**src/rtl/bypass_hazard_unit_if.sv**
```systemverilog
// Signal bundle between the pipeline control and the bypass/hazard unit.
// master = pipeline side (drives instructions), slave = the unit itself.
interface bypass_hazard_unit_if #(
    parameter int NUM_STAGES = 2
);
    localparam int SEL_W = $clog2(NUM_STAGES + 1);

    logic [31:0]              dec_ir;
    logic [31:0]              ex_ir;
    logic [32*NUM_STAGES-1:0] src_ir;
    logic [NUM_STAGES-1:0]    src_exc;
    logic                     md_ready;
    logic                     flush;
    logic [SEL_W-1:0]         alu_a_sel;
    logic [SEL_W-1:0]         alu_b_sel;
    logic [SEL_W-1:0]         dmem_sel;
    logic                     stall;
    logic                     md_busy;
    logic [4:0]               md_rd;
    logic                     md_state_dbg;

    // No valid/ready pairing: all inputs are sampled every cycle, selects and stall
    // are combinational, md_busy/md_rd/md_state_dbg are registered.
    modport master (
        output dec_ir, ex_ir, src_ir, src_exc, md_ready, flush,
        input  alu_a_sel, alu_b_sel, dmem_sel, stall, md_busy, md_rd, md_state_dbg
    );

    modport slave (
        input  dec_ir, ex_ir, src_ir, src_exc, md_ready, flush,
        output alu_a_sel, alu_b_sel, dmem_sel, stall, md_busy, md_rd, md_state_dbg
    );
endinterface

```
**src/rtl/bypass_hazard_unit.sv**
```systemverilog
// Forwarding select, load-use interlock and multdiv scoreboard for the 5-stage core.
// Optional stall counter output enabled by defining STALL_CNT_EN.
module bypass_hazard_unit #(
    parameter int         NUM_STAGES = 2,
    parameter int         SEL_W      = $clog2(NUM_STAGES + 1),
    parameter logic [4:0] EXC_REG    = 5'd30,
    parameter logic [4:0] LINK_REG   = 5'd31
`ifdef STALL_CNT_EN
    ,
    parameter int         CNT_W      = 16
`endif
) (
    input  logic clock,
    input  logic reset,
    bypass_hazard_unit_if.slave bus
`ifdef STALL_CNT_EN
    ,
    output logic [CNT_W-1:0] stall_cycles
`endif
);

    localparam logic [4:0] OP_R    = 5'b00000;
    localparam logic [4:0] OP_BNE  = 5'b00010;
    localparam logic [4:0] OP_JAL  = 5'b00011;
    localparam logic [4:0] OP_JR   = 5'b00100;
    localparam logic [4:0] OP_ADDI = 5'b00101;
    localparam logic [4:0] OP_BLT  = 5'b00110;
    localparam logic [4:0] OP_SW   = 5'b00111;
    localparam logic [4:0] OP_LW   = 5'b01000;
    localparam logic [4:0] OP_SETX = 5'b10101;
    localparam logic [4:0] OP_BEX  = 5'b10110;
    localparam logic [4:0] ALU_MUL = 5'b00110;
    localparam logic [4:0] ALU_DIV = 5'b00111;

    typedef enum logic {MD_IDLE = 1'b0, MD_BUSY = 1'b1} md_state_t;

    typedef struct packed {
        logic [4:0] a;
        logic [4:0] b;
        logic [4:0] d;
    } reads_t;

    function automatic logic [4:0] dest_of(input logic [31:0] ir, input logic exc);
        logic [4:0] d;
        d = 5'd0;
        case (ir[31:27])
            OP_R, OP_ADDI, OP_LW: d = ir[26:22];
            OP_JAL:               d = LINK_REG;
            OP_SETX:              d = EXC_REG;
            default:              d = 5'd0;
        endcase
        if (exc) d = EXC_REG;
        return d;
    endfunction

    // a/b feed the ALU, d is sw store data; unused slots read r0 so they never match.
    function automatic reads_t reads_of(input logic [31:0] ir);
        reads_t r;
        r = '0;
        case (ir[31:27])
            OP_R:          begin r.a = ir[21:17]; r.b = ir[16:12]; end
            OP_ADDI, OP_LW: r.a = ir[21:17];
            OP_SW:         begin r.a = ir[21:17]; r.d = ir[26:22]; end
            OP_BNE, OP_BLT: begin r.a = ir[26:22]; r.b = ir[21:17]; end
            OP_JR:         r.a = ir[26:22];
            OP_BEX:        r.a = EXC_REG;
            default:       r = '0;
        endcase
        return r;
    endfunction

    function automatic logic is_md(input logic [31:0] ir);
        return (ir[31:27] == OP_R) && ((ir[6:2] == ALU_MUL) || (ir[6:2] == ALU_DIV));
    endfunction

    logic [4:0]       src_dest [NUM_STAGES];
    reads_t           ex_rd;
    reads_t           dec_rd;
    reads_t           mem_rd;
    logic [4:0]       ex_dest;
    logic [4:0]       dec_dest;
    logic [SEL_W-1:0] a_sel;
    logic [SEL_W-1:0] b_sel;
    logic [SEL_W-1:0] d_sel;
    logic             load_use;
    logic             md_start;
    logic             md_hazard;
    logic             md_stall;
    logic             stall;
    md_state_t        state_q, state_d;
    logic [4:0]       md_rd_q, md_rd_d;

    always_comb begin
        for (int k = 0; k < NUM_STAGES; k++) begin
            src_dest[k] = dest_of(bus.src_ir[32*k +: 32], bus.src_exc[k]);
        end
        ex_rd    = reads_of(bus.ex_ir);
        dec_rd   = reads_of(bus.dec_ir);
        mem_rd   = reads_of(bus.src_ir[31:0]);
        ex_dest  = dest_of(bus.ex_ir, 1'b0);
        dec_dest = dest_of(bus.dec_ir, 1'b0);
    end

    // Walk oldest to youngest so the youngest (lowest k) match is written last.
    always_comb begin
        a_sel = '0;
        b_sel = '0;
        d_sel = '0;
        for (int k = NUM_STAGES - 1; k >= 0; k--) begin
            if (ex_rd.a != 5'd0 && src_dest[k] == ex_rd.a) a_sel = SEL_W'(k + 1);
            if (ex_rd.b != 5'd0 && src_dest[k] == ex_rd.b) b_sel = SEL_W'(k + 1);
        end
        for (int k = NUM_STAGES - 1; k >= 1; k--) begin
            if (mem_rd.d != 5'd0 && src_dest[k] == mem_rd.d) d_sel = SEL_W'(k + 1);
        end
    end

    always_comb begin
        load_use = (bus.ex_ir[31:27] == OP_LW) && (ex_dest != 5'd0) &&
                   ((ex_dest == dec_rd.a) || (ex_dest == dec_rd.b) || (ex_dest == dec_rd.d));
        md_start = is_md(bus.ex_ir) && (ex_dest != 5'd0) && !bus.flush;
        md_hazard = (dec_rd.a == md_rd_q) || (dec_rd.b == md_rd_q) || (dec_rd.d == md_rd_q) ||
                    (dec_dest == md_rd_q) || is_md(bus.dec_ir);
    end

    // md_ready releases the stall in the same cycle; flush does not cancel a pending op.
    always_comb begin
        state_d  = state_q;
        md_rd_d  = md_rd_q;
        md_stall = 1'b0;
        case (state_q)
            MD_IDLE: begin
                if (md_start) begin
                    state_d = MD_BUSY;
                    md_rd_d = ex_dest;
                end
            end
            MD_BUSY: begin
                if (md_hazard && !bus.md_ready) md_stall = 1'b1;
                if (bus.md_ready) begin
                    state_d = MD_IDLE;
                    md_rd_d = 5'd0;
                end
            end
        endcase
        stall = !bus.flush && (load_use || md_stall);
    end

    always_ff @(posedge clock or posedge reset) begin
        if (reset) begin
            state_q <= MD_IDLE;
            md_rd_q <= 5'd0;
        end else begin
            state_q <= state_d;
            md_rd_q <= md_rd_d;
        end
    end

    assign bus.alu_a_sel    = a_sel;
    assign bus.alu_b_sel    = b_sel;
    assign bus.dmem_sel     = d_sel;
    assign bus.stall        = stall;
    assign bus.md_busy      = (state_q == MD_BUSY);
    assign bus.md_rd        = md_rd_q;
    assign bus.md_state_dbg = state_q;

`ifdef STALL_CNT_EN
    logic [CNT_W-1:0] stall_cycles_q, stall_cycles_d;

    always_comb begin
        stall_cycles_d = stall_cycles_q;
        if (stall && (stall_cycles_q != {CNT_W{1'b1}})) stall_cycles_d = stall_cycles_q + 1'b1;
    end

    always_ff @(posedge clock or posedge reset) begin
        if (reset) stall_cycles_q <= '0;
        else       stall_cycles_q <= stall_cycles_d;
    end

    assign stall_cycles = stall_cycles_q;
`endif

endmodule
```
**src/flat_wrapper.sv**
```systemverilog
// flat-port wrapper written by rule: the top's interface ports become plain ports
module bypass_hazard_unit_flat 
#(
    parameter int         NUM_STAGES = 2,
    parameter int         SEL_W      = $clog2(NUM_STAGES + 1),
    parameter logic [4:0] EXC_REG    = 5'd30,
    parameter logic [4:0] LINK_REG   = 5'd31

)
  (clock, reset, bus_dec_ir, bus_ex_ir, bus_src_ir, bus_src_exc, bus_md_ready, bus_flush, bus_alu_a_sel, bus_alu_b_sel, bus_dmem_sel, bus_stall, bus_md_busy, bus_md_rd, bus_md_state_dbg);
  bypass_hazard_unit_if #(.NUM_STAGES(NUM_STAGES)) bus_i ();
  input  logic clock;
  input  logic reset;
  input wire logic [$bits(bus_i.dec_ir)-1:0] bus_dec_ir;
  input wire logic [$bits(bus_i.ex_ir)-1:0] bus_ex_ir;
  input wire logic [$bits(bus_i.src_ir)-1:0] bus_src_ir;
  input wire logic [$bits(bus_i.src_exc)-1:0] bus_src_exc;
  input wire logic [$bits(bus_i.md_ready)-1:0] bus_md_ready;
  input wire logic [$bits(bus_i.flush)-1:0] bus_flush;
  output wire logic [$bits(bus_i.alu_a_sel)-1:0] bus_alu_a_sel;
  output wire logic [$bits(bus_i.alu_b_sel)-1:0] bus_alu_b_sel;
  output wire logic [$bits(bus_i.dmem_sel)-1:0] bus_dmem_sel;
  output wire logic [$bits(bus_i.stall)-1:0] bus_stall;
  output wire logic [$bits(bus_i.md_busy)-1:0] bus_md_busy;
  output wire logic [$bits(bus_i.md_rd)-1:0] bus_md_rd;
  output wire logic [$bits(bus_i.md_state_dbg)-1:0] bus_md_state_dbg;
  assign bus_i.dec_ir = bus_dec_ir;
  assign bus_i.ex_ir = bus_ex_ir;
  assign bus_i.src_ir = bus_src_ir;
  assign bus_i.src_exc = bus_src_exc;
  assign bus_i.md_ready = bus_md_ready;
  assign bus_i.flush = bus_flush;
  assign bus_alu_a_sel = bus_i.alu_a_sel;
  assign bus_alu_b_sel = bus_i.alu_b_sel;
  assign bus_dmem_sel = bus_i.dmem_sel;
  assign bus_stall = bus_i.stall;
  assign bus_md_busy = bus_i.md_busy;
  assign bus_md_rd = bus_i.md_rd;
  assign bus_md_state_dbg = bus_i.md_state_dbg;
  bypass_hazard_unit #(.NUM_STAGES(NUM_STAGES), .SEL_W(SEL_W), .EXC_REG(EXC_REG), .LINK_REG(LINK_REG)) u_core (.clock(clock), .reset(reset), .bus(bus_i));
endmodule
```
**config.mk**
```make
export PLATFORM = sky130hd
export DESIGN_NAME = bypass_hazard_unit_flat
export DESIGN_NICKNAME = d
export VERILOG_FILES = /design/src/rtl/bypass_hazard_unit_if.sv /design/src/rtl/bypass_hazard_unit.sv /design/src/flat_wrapper.sv
export SDC_FILE = /design/constraint.sdc
export NUM_CORES = 1
export LEC_CHECK = 0
export ABC_AREA = 1
export CAP_MARGIN = 10
export CORE_MARGIN = 1
export CORE_UTILIZATION = 36
export DETAILED_ROUTE_END_ITERATION = 8
export PLACE_DENSITY = 0.83
export SYNTH_ARGS = -nofsm -noshare
export SYNTH_HDL_FRONTEND = slang
export SYNTH_SLANG_ARGS = --single-unit
```
**constraint.sdc**
```tcl
create_clock -name clock -period 2 [get_ports clock]
set_input_delay 0.4 -clock clock [delete_from_list [all_inputs] [get_ports clock]]
set_output_delay 0.4 -clock clock [all_outputs]
set_load 0.05 [all_outputs]
```
==> results_dict.tcl, run 1 <==
set metrics [dict create \
    outcome "complete, but fails checks" \
    violations "negative setup slack" \
    synth_flop_cell "dfrtp_1" \
    wirelength_um 12640 \
    slowest_stage "nand2_1" \
    met3_length_um 1214 \
    start_kind "input pin" \
    swShare_pct 47.63 \
    setup_viol 6 \
    r2r_cells 4 \
    synthCells 424 \
    crit_path_end_kind "primary output" \
    r2r_slack_ps 630 \
    dieWidth_um 78.26 \
    nNetsFinal 736 \
    grt.overflow.total 0 \
    hp-class "in -> async" \
    worstPathCellList "buf_2, nor2_4, nand2_2, nand2_1, nand2_4, buf_6, nand2_4, nand2_1, nand2_1, nor2_1, nand3_1, nand2_1, inv_1, nand2_1, nand2_2, a21oi_4, buf_12" \
    yosys_register_bits 6 \
    r2r_end "u_core.bus.md_rd[2]$_DFFE_PP0P_" \
    p_int_uw 707.0 \
    drt_iter0_markers 365 \
    power_uw 1350 \
    cp.required_ps 1600 \
    first_pass_iters 6 \
    yosysTopAreaCellShare_pct 29.41 \
    clock_power_share_pct 15.1 \
    yosys-top-cells-area "nand2_1 29%, nand3_1 14%, inv_1 9.0%" \
    wl_met2_um 6013 \
    syn-num-nets 558 \
    finalSetupTns_ps -3151 \
    cp_slowest_stage_delay_ps 180 \
    fin_ws_ps -648.3 \
    startpoint "bus_ex_ir[30]" \
    cts-buffers-inserted 3 \
    critPathTopFamily "simple AND/OR/NAND/NOR gates" \
    synth.avg_cell_area_um2 4.937 \
    drv_cap 0 \
    seq_area_frac_synth_pct 7.173 \
    gp_congestion 0.9790 \
    fp.dieH_um 78.26 \
    drc 0 \
    skew_ps 10.62 \
    antenna_found_initial 0 \
    cts_sinks 6 \
    final_antenna_net_count 0 \
    power_frac_seq_pct 11.0 \
    ir_drop_v 0.0002560 \
    cpMostUsedCell "nand2_1" \
    coreArea_um2 5540 \
    hpwl_um 6871 \
    cts_max_level 1 \
    tritoncts "done" \
    syn_area_um2 2093 \
    routed.top_layer "met4" \
    synth_cell_type_count 27 \
    synth.most_common_cell "nand2_1" \
    worstSetupPathType "in -> out" \
    rr_startpoint "u_core.bus.md_busy$_DFF_PP0_" \
    met1_length_um 4296 \
    power.leakage_uw 0.002186 \
    synth_top_area_cell "nand2_1" \
    grt_start_max_net_pins 9 \
    row_count 27 \
    path_buf_inv 4 \
    async_flop_share_pct 100.0 \
    arrival_ps 2250 \
    timing.final.crit_period_ps 2648 \
    cts_root_buf "clkbuf_8" \
    clkTransAtPathRegs_ps 40 \
    synth_top_cells_by_count "164 x nand2_1, 59 x nand3_1, 50 x inv_1, 40 x nor2_1, 18 x xor2_1" \
    antennaDiodeCount 0 \
    ys_warn_count 0 \
    grt_pass1_wl_um 17430 \
    p_per_area_nw_per_um2 296.6 \
    max_freq_ghz 0.3776 \
    drive_gt1_share_pct 46.26 \
    syn_to_final_growth_pct 117.5 \
    combPwrFrac_pct 73.9 \
    period_share_pct 132.4 \
    grt_pass1_vias 3947 \
    switching_power_uw 642.9 \
    ioPinCount 148 \
    grt_usage_pct 35.48 \
    avgViaCountPerCell 5.961 \
    initial_core_util_pct 37.78 \
    wire_per_inst_um 18.78 \
    rsz0062_at_grt "yes" \
    io_buffers 86 \
    slew_viol_final 0 \
    clock_path_buffers 2 \
    clk_latency_ps 240 \
    die_area_um2 6124 \
    worstPathMaxFanout 5 \
    synth-edff-count 0 \
    vias 4012 \
    hold_viol 0 \
]
-- per-layer routing --
layer	GRT usage [%]	vias to the layer above
li1	-	1714
met1	36.81	1793
met2	64.39	375
met3	5.930	130
met4	25.19	0
met5	0	-
-- power by group through the flow --
stage	logic (uW)	registers (uW)	clock network [uW]
2_1_floorplan	336	190	0
3_3_place_gp	737	148	0
3_5_place_dp	751	148	0
4_1_cts	867	147	204
5_1_grt	1040	148	215
6_report	997	148	204
-- through the flow --
stage	std cells	cell area, um^2	hold slack (ps)	util (%)	setup WS [ps]
6_report	673	4552	371.0	82.16	-648.3
5_1_grt	673	4552	412.9	82.16	-720.6
3_5_place_dp	640	3669	625.0	66.22	-972.1
3_3_place_gp	640	3669	614.2	66.22	-925.9
4_1_cts	664	4313	374.1	77.85	-412.0
2_1_floorplan	424	2238	190.9	-	-164.3
-- cell type report --
class	count	area [um^2]
Timing Repair Buffer	175	1579
Sequential cell	6	151.4
Fill cell	320	988.4
Inverter	53	232.7
Tap cell	72	90.09
Clock buffer	4	45.04
Multi-Input combinational cell	363	2454
-- state kept, by name, indices dropped and copies added (netlist names) --
register            cells
u_core.bus.md_rd        5
u_core.bus.md_busy      1
-- layout by cell type, fill, tap and decap left out, drive strengths merged --
cell type and count:
nand2 171, buf 119, nand3 59, inv 52, nor2 47, clkdlybuf4s50 46
xor2 18, a21oi 14, o21ai 11, nand4 9, dlygate4sd2 7, dfrtp 6
nand3b 5, o22ai 5, nor3 5, clkbuf 5, xnor2 4, or2 3
nor3b 3, a22oi 2, o211ai 2, nor4 2, clkinvlp 1, o21bai 1
and3 1, conb 1, dlymetal6s2s 1, clkdlybuf4s15 1
-- worst register-to-register path, stage by stage (launching register included) --
cell     delay, ps
dfrtp_1        440
nor4_2         380
nand2_1        150
buf_4          160
o22ai_1        160
-- cell families (layout without fill, tap and decap cells) --
group,after synthesis,count (layout),synth area share [%]
compound gates,35,35,9.743
xor+xnor,22,22,9.205
buf+inv,56,232,10.58
flops,6,6,7.173
other cells,1,1,0.1791
simple gates,304,305,63.12
-- worst max path at each step --
stage / to / slack [ps] / cells past startpoint
3_5_place_dp: bus_stall / -970 / 14
3_3_place_gp: bus_alu_a_sel[1] / -930 / 17
4_1_cts: bus_alu_a_sel[1] / -410 / 18
6_report: bus_stall / -650 / 17
2_1_floorplan: bus_alu_a_sel[1] / -160 / 13
5_1_grt: bus_stall / -720 / 17
-- what timing repair did --
item                       in CTS  in global routing
hold buffers                    0                  0
pin swaps                      94                 66
setup endpoints to repair      12                 11
setup buffers                  21                 11
gates cloned                    1                  0
resized for setup             231                 55
Note: power is estimated with default switching activity, not from simulation.
==> inputs of run 2 (changes only) <==
==> constraint.sdc (replaced) <==
create_clock -name clock -period 2 [get_ports clock]
set_input_delay 0.5 -clock clock [delete_from_list [all_inputs] [get_ports clock]]
set_output_delay 0.5 -clock clock [all_outputs]
set_load 0.05 [all_outputs]
==> run 2 against run 1 <==
Effect of this change: the run still ends with negative setup slack left; fmax decreased by 7.9%; total power increased by 2.4%; cell count increased by 0.74%; non-clock buffer count increased by 7; clock-buffer cell count decreased by 1; critical path depth decreased by 1; largest power group unchanged; highest routed layer unchanged.
==> results_dict.tcl, run 2 (synthesized netlist as in run 1, its figures left out) <==
set metrics [dict create \
    row_count 27 \
    grt.overflow.total 0 \
    clk_latency_ps 240 \
    critPathTopFamily "simple AND/OR/NAND/NOR gates" \
    cp.required_ps 1500 \
    violations "negative setup slack" \
    startpoint "bus_ex_ir[27]" \
    whs_ps 493.5 \
    clock_path_buffers 2 \
    final_antenna_net_count 0 \
    ioPinCount 148 \
    first_pass_iters 8 \
    timing.final.crit_period_ps 2874 \
    cpMostUsedCell "nand2_4" \
    nNetsFinal 742 \
    initial_core_util_pct 37.78 \
    cts_root_buf "clkbuf_8" \
    power.leakage_uw 0.002313 \
    slowest_stage "xor2_2" \
    power_uw 1382 \
    wirelength_um 13510 \
    finalSetupTns_ps -4804 \
    gp_congestion 0.9849 \
    worstPathMaxFanout 6 \
    drc 0 \
    arrival_ps 2370 \
    wire_per_inst_um 19.92 \
    cts_sinks 6 \
    p_per_area_nw_per_um2 298.6 \
    hold_viol 0 \
    hold_buffers 0 \
    cp_slowest_stage_delay_ps 190 \
    fin_ws_ps -874.4 \
    coreArea_um2 5540 \
    grt_usage_pct 37.86 \
    slew_viol_final 0 \
    setup_viol 11 \
    die_area_um2 6124 \
    path_buf_inv 4 \
    dp_slack_ps -1164 \
    period_share_pct 143.7 \
    hpwl_um 7085 \
    worstPathCellList "buf_8, buf_6, nor2_4, nand2_4, nand2_8, nand2_4, nand2_4, nand2_1, nand2_1, inv_2, xor2_2, nand3_2, nor2_2, nand2_2, nor2_4, buf_12" \
    ir_drop_v 0.0002828 \
    hp-class "in -> async" \
    antennaDiodeCount 0 \
    cts_max_level 1 \
    rsz0062_at_grt "yes" \
    syn_to_final_growth_pct 121.0 \
    start_kind "input pin" \
    worstSetupPathType "in -> out" \
    fp.dieH_um 78.26 \
    io_buffers 86 \
    dieWidth_um 78.26 \
    avgViaCountPerCell 6.106 \
    rr_startpoint "u_core.bus.md_busy$_DFF_PP0_" \
    max_freq_ghz 0.3479 \
    final_cell_mix "107 x nand2_1, 88 x buf_4, 43 x nand2_2" \
    grt_pass1_vias 3957 \
    tritoncts "done" \
    cts-buffers-inserted 3 \
    outcome "complete, but fails checks" \
    crit_path_end_kind "primary output" \
    largest_reg_flops 5 \
    grt_start_max_net_pins 9 \
    drive_gt1_share_pct 47.03 \
    grt_pass1_wl_um 18240 \
    final_common_cell "nand2_1" \
    antenna_found_initial 0 \
    drt_iter0_markers 409 \
    vias 4140 \
    skew_ps 2.216 \
    drv_cap 0 \
    clkTransAtPathRegs_ps 40 \
]
run 2: cell count changes in the layout (fill, tap and decap cells not counted), moves of 3 or more:
cell             previous run  this run
nand2_4                    14        19
buf_2                      14         7
o21ai_4                     5         2
nand3_2                    14        11
clkdlybuf4s50_1            46        37
buf_6                      21        25
dlymetal6s2s_1              1         6
buf_4                      76        88
nand2_2                    47        43
run 2: layout make-up:
cell class | count | area, um^2
multi-input cells | 362 | 2439
repair buffers | 182 | 1677
fillers | 289 | 913.4
inverters | 53 | 230.2
flip-flops and latches | 6 | 150.1
well taps | 72 | 90.09
clock buffers | 3 | 41.29
run 2: final timing paths:
| check | slack [ps] | end | cells past startpoint |
|---|---|---|---|
| worst max-delay path | -870 | bus_alu_a_sel[1] | 16 |
| worst min-delay path | 490 | u_core.bus.md_rd[3]$_DFFE_PP0P_ | 2 |
| worst max register to register | 550 | u_core.bus.md_rd[4]$_DFFE_PP0P_ | 5 |
| worst min register to register | 750 | u_core.bus.md_busy$_DFF_PP0_ | 2 |
| max in group asynchronous | 1310 | u_core.bus.md_rd[2]$_DFFE_PP0P_ | 2 |
| min in group clock | 750 | u_core.bus.md_busy$_DFF_PP0_ | 2 |
run 2: layer usage:
| layer | wire length [um] | track usage [%] |
|---|---|---|
| met1 | 4214 | 38.80 |
| met2 | 6431 | 69.91 |
| met3 | 1348 | 5.349 |
| met4 | 1514 | 27.22 |
| met5 | 0 | 0 |
run 2: what timing repair did:
item | 4_1_cts | 5_1_grt
pin swaps | 78 | 61
setup buffers | 22 | 5
resized for setup | 219 | 78
setup endpoints to repair | 12 | 6
run 2: worst reg2reg max path: stages (launching register included):
cell,delay [ps]
dfrtp_1,450
nor4_2,330
buf_4,170
nand2_2,70
buf_6,140
o22ai_1,190
run 2: power breakdown:
group	leakage, uW	total [uW]	switching (uW)	internal, uW
logic	0.00222	1040	587	451
clock network	0.0000216	200	68.9	131
registers	0.0000704	143	9.99	133
run 2: stage by stage:
step / cells / util (%) / area (um^2)
2_1_floorplan: 424 / - / 2247
6_report: 678 / 83.51 / 4627
4_1_cts: 673 / 77.37 / 4287
5_1_grt: 678 / 83.51 / 4627
3_3_place_gp: 648 / 67.37 / 3732
3_5_place_dp: 648 / 67.37 / 3732
==> inputs of run 3 (changes only) <==
--- a/config.mk
+++ b/config.mk
@@ -8,9 +8,10 @@
 export ABC_AREA = 1
 export CAP_MARGIN = 10
 export CORE_MARGIN = 1
-export CORE_UTILIZATION = 36
+export CORE_UTILIZATION = 39
 export DETAILED_ROUTE_END_ITERATION = 8
-export PLACE_DENSITY = 0.83
+export PLACE_DENSITY = 0.89
+export SKIP_LAST_GASP = 1
 export SYNTH_ARGS = -nofsm -noshare
 export SYNTH_HDL_FRONTEND = slang
 export SYNTH_SLANG_ARGS = --single-unit
==> constraint.sdc (replaced) <==
create_clock -name clock -period 3.6 [get_ports clock]
set_input_delay 0.9 -clock clock [delete_from_list [all_inputs] [get_ports clock]]
set_output_delay 0.9 -clock clock [all_outputs]
set_load 0.05 [all_outputs]
==> run 3 against run 2 <==
Effect of this change: the flow now finishes without violations; first-iteration DRC count shrank 25%; global-route usage shrank 8.2 points; total power shrank 54%; via count shrank 14%.
==> results_dict.tcl, run 3 (synthesized netlist as in run 1, its figures left out) <==
set metrics [dict create \
    timing.final.crit_period_ps 3560 \
    dieWidth_um 75.26 \
    hold_path_depth 2 \
    min-delay-start "u_core.bus.md_busy$_DFF_PP0_" \
    syn_to_final_growth_pct 83.50 \
    setup_viol 0 \
    initial_core_util_pct 40.73 \
    drc 0 \
    cts_max_level 1 \
    ioPinCount 148 \
    tritoncts "done" \
    crit_path_end_kind "primary output" \
    p_per_area_nw_per_um2 164.7 \
    path_buf_inv 3 \
    dp_slack_ps -359.6 \
    r2r_end "u_core.bus.md_rd[3]$_DFFE_PP0P_" \
    grt_start_max_net_pins 9 \
    cp_slowest_stage_delay_ps 350 \
    fp.dieH_um 75.26 \
    power_uw 632.6 \
    cp.required_ps 2700 \
    grt_pass1_vias 3201 \
    drive_gt1_share_pct 29.86 \
    whs_ps 635.5 \
    antenna_found_initial 0 \
    final_cell_mix "141 x nand2_1, 57 x clkdlybuf4s50_1, 50 x nand3_1, 50 x buf_4, 40 x inv_1" \
    nNetsFinal 702 \
    cts_sinks 6 \
    r2r_cells 4 \
    power.leakage_uw 0.001944 \
    first_pass_iters 6 \
    grt_pass1_wl_um 13300 \
    period_share_pct 98.88 \
    cts_root_buf "clkbuf_8" \
    use_met3_pct 4.418 \
    wirelength_um 9529 \
    worstPathCellList "clkdlybuf4s15_1, nand4_1, nor2_2, nor3_4, o21ai_2, xor2_1, nor2_1, nand2_1, nor2_4, buf_6, buf_12" \
    avgViaCountPerCell 5.612 \
    gp_congestion 0.9284 \
    slew_viol_final 0 \
    rsz0062_at_grt "yes" \
    hold_end "u_core.bus.md_busy$_DFF_PP0_" \
    drv_cap 0 \
    busiest_layer "met2" \
    clkTransAtPathRegs_ps 40 \
    outcome "finished, final reports clean" \
    arrival_ps 2660 \
    start_kind "input pin" \
    clk_latency_ps 220 \
    critPathTopFamily "simple AND/OR/NAND/NOR gates" \
    vias 3569 \
    wire_per_inst_um 14.98 \
    worstPathMaxFanout 4 \
    io_buffers 86 \
    worstSetupPathType "in -> out" \
    ir_drop_v 0.0001520 \
    final_common_cell "nand2_1" \
    coreArea_um2 5140 \
    clock_path_buffers 2 \
    max_freq_ghz 0.2809 \
    largest_reg_flops 5 \
    hold_viol 0 \
    globalRouteMet2Util_pct 55.26 \
    rr_startpoint "u_core.bus.md_busy$_DFF_PP0_" \
    fin_ws_ps 40.38 \
    drt_iter0_markers 306 \
    grt_usage_pct 29.67 \
    hold_buffers 0 \
    final_antenna_net_count 0 \
    grt.overflow.total 0 \
    hpwl_um 6499 \
    cts-buffers-inserted 3 \
    die_area_um2 5664 \
    hp-class "reg -> reg" \
    skew_ps 1.811 \
    grt_use_met1_pct 33.47 \
    r2r_slack_ps 2150 \
    antennaDiodeCount 0 \
    row_count 26 \
    slowest_stage "nor3_4" \
]
## run 3: cell types whose count changed in the layout (fill, tap and decap cells not counted), moves of 8 or more
cell	change
buf_4	-38
buf_6	-21
clkbuf_2	+14
clkdlybuf4s50_1	+20
nand2_1	+34
nand2_2	-20
nand2_4	-13
nand3_1	+8
## run 3: worst min-delay path: cells and delay by family, from the launching register on
family | cells | cell delay [ps]
buffers and inverters | 1 | 90
flip-flops | 1 | 410
AO/OA/AOI/OAI | 1 | 80
## run 3: report_power, final
| group | total [uW] | switching (uW) | internal, uW |
|---|---|---|---|
| clock network | 102 | 30.1 | 71.9 |
| registers | 87.3 | 13.2 | 74.1 |
| logic | 443 | 244 | 199 |
| total | 633 | 287 | 345 |
## run 3: final cells by class
class	instances	area [um^2]
clock buffers	3	41.29
fillers	364	1299
well taps	70	87.58
repair buffers	142	1316
inverters	53	198.9
flip-flops and latches	6	150.1
multi-input cells	362	2047
## run 3: metal layers
layer	vias up	part of all wire (%)
met1	1588	38
li1	1649	-
met5	-	0
met2	264	49
met3	68	8.9
met4	0	5.0
## run 3: through the flow
| stage | std cells | instance area (um^2) | setup TNS, ps | utilization, % |
|---|---|---|---|---|
| after global routing | 636 | 3841 | -80.68 | 74.73 |
| after detailed placement | 621 | 3440 | -1647 | 66.92 |
| after CTS | 628 | 3621 | -47.59 | 70.45 |
| after floorplan | 424 | 2098 | 0 | - |
| final | 636 | 3841 | 0 | 74.73 |
| after global placement | 621 | 3440 | -1147 | 66.92 |
## run 3: worst max-delay path by stage
stage / start / end / slack [ps] / cells past startpoint
finish: bus_src_ir[28] / bus_alu_b_sel[0] / 40 / 11
global route: bus_dec_ir[29] / bus_stall / -40 / 17
global placement: bus_dec_ir[28] / bus_stall / -320 / 17
floorplan: bus_dec_ir[31] / bus_stall / 5 / 13
CTS: bus_dec_ir[29] / bus_stall / -50 / 17
detailed placement: bus_dec_ir[28] / bus_stall / -360 / 17
## run 3: repair_timing
action / in CTS / in global routing
setup buffers: 4 / 8
pin swaps: 30 / 47
endpoints found under the setup margin: 6 / 6
gates resized for setup: 63 / 96
